$ cat src/rtl/conway_pkg.sv
// Shared definitions for the Conway engine: default grid word width and the
// per-cell input select used by the state storage.
package conway_pkg;

  localparam int unsigned DEFAULT_DATA_SIZE = 8;

  typedef enum logic [1:0] {
    MODE_HOLD     = 2'd0,
    MODE_SHIFT    = 2'd1,
    MODE_PARALLEL = 2'd2
  } cell_mode_e;

endpackage : conway_pkg

$ cat src/rtl/memory_cell.sv
// One stored grid bit: async-reset flop with a hold / shift / parallel input mux.
module memory_cell
  import conway_pkg::*;
(
  input  logic       clk,
  input  logic       rst,
  input  cell_mode_e mode,
  input  logic       shift_in,
  input  logic       par_in,
  output logic       q
);

  logic d;

  // NOTE: d gets a default before the case so no path leaves it unassigned (no latch).
  always_comb begin
    d = q;
    unique case (mode)
      MODE_SHIFT:    d = shift_in;
      MODE_PARALLEL: d = par_in;
      default:       d = q;
    endcase
  end

  // NOTE: state is updated with non-blocking assignments so all cells sample
  // their neighbours' pre-edge values and shift as one register.
  always_ff @(posedge clk or posedge rst) begin
    if (rst) q <= 1'b0;
    else     q <= d;
  end

endmodule : memory_cell

$ cat src/rtl/system_memory_v2.sv
// Grid-state storage word: serial MSB-first loader or parallel next-generation
// capture, with RUN_MODE taking priority over LOAD_MODE.
module system_memory_v2
  import conway_pkg::*;
#(
  parameter int unsigned DATA_SIZE = DEFAULT_DATA_SIZE
) (
  input  logic                 CLK,
  input  logic                 RESET,
  input  logic [DATA_SIZE-1:0] GRID_IN,
  input  logic                 SERIAL_IN,
  input  logic                 LOAD_MODE,
  input  logic                 RUN_MODE,
  output logic [DATA_SIZE-1:0] DATA_OUT
);

  cell_mode_e           mode;
  logic [DATA_SIZE-1:0] shift_src;

  always_comb begin
    mode = MODE_HOLD;
    if (RUN_MODE)       mode = MODE_PARALLEL;
    else if (LOAD_MODE) mode = MODE_SHIFT;
  end

  // Each cell shifts in its lower neighbour; bit 0 takes the serial stream.
  assign shift_src[0] = SERIAL_IN;

  generate
    if (DATA_SIZE > 1) begin : g_chain
      assign shift_src[DATA_SIZE-1:1] = DATA_OUT[DATA_SIZE-2:0];
    end

    for (genvar i = 0; i < DATA_SIZE; i++) begin : g_cell
      memory_cell u_cell (
        .clk      (CLK),
        .rst      (RESET),
        .mode     (mode),
        .shift_in (shift_src[i]),
        .par_in   (GRID_IN[i]),
        .q        (DATA_OUT[i])
      );
    end
  endgenerate

endmodule : system_memory_v2

$ cat config.mk
export PLATFORM = sky130hd
export DESIGN_NAME = system_memory_v2
export DESIGN_NICKNAME = d
export VERILOG_FILES = /design/src/rtl/conway_pkg.sv /design/src/rtl/memory_cell.sv /design/src/rtl/system_memory_v2.sv
export SDC_FILE = /design/constraint.sdc
export NUM_CORES = 1
export LEC_CHECK = 0
export ABC_AREA = 1
export CAP_MARGIN = 40
export CORE_MARGIN = 3
export CORE_UTILIZATION = 44
export DETAILED_ROUTE_END_ITERATION = 10
export PLACE_DENSITY = 0.77
export SLEW_MARGIN = 5
export SYNTH_ARGS = -nofsm -noshare
export SYNTH_HDL_FRONTEND = slang
export SYNTH_HIERARCHICAL = 1
export SYNTH_SLANG_ARGS = --single-unit
$ cat constraint.sdc
create_clock -name CLK -period 0.9 [get_ports CLK]
set_clock_uncertainty 0.05 [all_clocks]
set_input_delay 0.135 -clock CLK [delete_from_list [all_inputs] [get_ports CLK]]
set_output_delay 0.135 -clock CLK [all_outputs]
set_load 0.05 [all_outputs]
==> impl_metrics.yaml <==
run_status:
  status: "complete, but fails checks"
  violations: "negative setup slack"
finish:
  final_nets: 161
  drive_gt1_share_pct: 38.1
  largest_reg_flops: 8
  reg.largest.list: "g_cell.u_cell/q: 8 flops"
  antenna_cells: 0
  areaGrowthSynthToFinish_pct: 81.5
  fin_util_pct: 87.5
  final_area_um2: 1180
  register_area_um2: 209
  multi_input_area_um2: 367
  num-fill-cells: 74
  final_cells: 154
  top_register: "g_cell.u_cell/q"
placed_design:
  dpl_cell_area_um2: 978
  dp_hpwl_um: 1070
  io_buffer_count: 20
  place_inst: 142
  post-place-ws_ns: -0.717
  routabilityCongestion: 0.775
timing:
  fmax_mhz: 966
  fin_crit_sh_pct: 115
  fin_crit_ns: 1.04
  rsz0062_at_grt: "yes"
  slew_viol_final: 0
  worstMarginPinSlew_ns: 0.351
  hold_viol: 0
  maxSlewHeadroom_pct: 76.5
  finalSetupViolCount: 15
  setup_tns_ns: -1.34
  fin_ws_ns: -0.135
  holdWs_ns: 0.206
cts:
  numCtsBuffers: 3
  worst_skew_pair.late_latency_ns: 0.26
  path_clk_slew_ns: 0.06
  cts_tree: "built"
  cts_root_buffer: "clkbuf_4"
  ctsHoldBuffers: 0
  htreeDepth: 1
  cts_buffer_depth: 2
  cts.sinks: 8
worst_setup_path:
  critPathSlowestCell: "dfrtp_2"
  start_kind: "flop"
  r2r_cells: 5
  cp-end-kind: "output port"
  critPathBufInv: 1
  path_delay_family: "flip-flops"
  crit_path_max_fanout: 2
  worstSetupPathType: "reg -> out"
  path_depth: 1
  crit_chain: "buf_12"
  cpPeakStageDelay_ns: 0.44
  cp.arrival_ns: 0.85
  required_ns: 0.71
yosys:
  yosysTopAreaCell: "dfrtp_1"
  netlist_instances: 106
  ys_warn_count: 6
  synth.avg_cell_area_um2: 6.14
  synth_seq_area_share_pct: 30.8
  yosys-top-cells-area: "dfrtp_1 31%, inv_1 28%, nand2_1 18%, ha_1 15%, nand3_1 6.2%"
  yosys.area.top_type_share_pct: 30.8
  syn-num-nets: 127
  ys_seq_elements: 8
  synthesis.area_um2: 651
  ys_types: 6
global_route:
  grt_pass1_vias: 671
  antenna_found_initial: 0
  grt_overflow: 0
  grt_start_max_net_pins: 9
  grt_pass1_wl_um: 2670
  track_usage_pct: 18.5
route:
  vias: 750
  totalWireLength_um: 2170
  avgRoutedWirePerCell_um: 14.1
  dr.pass1.iters: 4
  dr.first_iter.drc_count: 19
  drc_errors: 0
  viasPerCell: 4.87
  ant_nets: 0
die:
  pin_count: 21
  die_h_um: 44.5
  initial_core_util_pct: 48.2
  die_x_um: 44.5
  rows: 13
  core_um2: 1350
  dieArea_um2: 1980
pwr:
  leakagePower_nw: 0.672
  power_mw: 2.07
  irDropWorstVdd_v: 0.00137
  powerDensity_nw_per_um2: 1750
worst_hold_path:
  worstHoldPathType: "in -> async"
flow_run:
  drv_cap: 0
[where the power goes]
group | total, mW | switching (mW) | leakage [nW] | internal, mW
Clock | 0.316 | 0.145 | 0.0150 | 0.171
Combinational | 1.20 | 0.602 | 0.568 | 0.603
Sequential | 0.550 | 0.0991 | 0.0891 | 0.451
[metal layers]
metal	track usage (%)	part of all wire (%)	vias up
li1	-	-	354
met1	20.0	38	342
met2	34.9	50	41
met3	1.63	6.5	13
met4	9.64	5.6	0
met5	0	0	-
[cell usage after synthesis (all sizes together)]
master	instances
nand3	8
inv	49
nor2	1
nand2	32
ha	8
dfrtp	8
[final timing paths]
path | start | to | slack, ns
max reg2reg | g_cell[5].u_cell/q$_DFFE_PP0P_ | g_cell[6].u_cell/q$_DFFE_PP0P_ | -0.07
max in group asynchronous | RESET | g_cell[2].u_cell/q$_DFFE_PP0P_ | 0.44
min | RESET | g_cell[4].u_cell/q$_DFFE_PP0P_ | 0.21
max | g_cell[2].u_cell/q$_DFFE_PP0P_ | DATA_OUT[2] | -0.14
min reg2reg | g_cell[0].u_cell/q$_DFFE_PP0P_ | g_cell[0].u_cell/q$_DFFE_PP0P_ | 0.57
min in group CLK | RUN_MODE | g_cell[2].u_cell/q$_DFFE_PP0P_ | 0.29
[layout make-up]
cell class              count  area share (%)
well taps                  15            1.59
multi-input cells          49            31.0
clock buffers               4            2.22
repair buffers             29            31.3
inverters                  49            16.2
flip-flops and latches      8            17.7
[repair_timing]
item	CTS	global route
pin swaps	2	11
setup endpoints to repair	16	16
resized for setup	16	24
buffers inserted	8	1
[cell usage in the layout (no fill, tap or decap)]
cell type        synthesis  final
inv_1                   49     37
ha_1                     8      2
buf_6                    0      5
ha_4                     0      6
inv_2                    0     11
dfrtp_2                  0      7
clkbuf_4                 0      3
buf_8                    0      1
nor2_4                   0      1
inv_8                    0      1
nand2_1                 32     30
buf_12                   0      8
buf_4                    0      5
nand3_2                  0      3
clkdlybuf4s50_1          0     10
nand2_2                  0      2
nand3_1                  8      5
clkbuf_1                 0      1
dfrtp_1                  8      1
[cell families (layout without fill, tap and decap cells)]
family,after synthesis,after routing,share of synthesized area (%)
adders and majority gates,8,8,15.4
DFF,8,8,30.8
buffers and inverters,49,82,28.3
and+or+nand+nor,41,41,25.6
(Power assumes the default switching activity.)
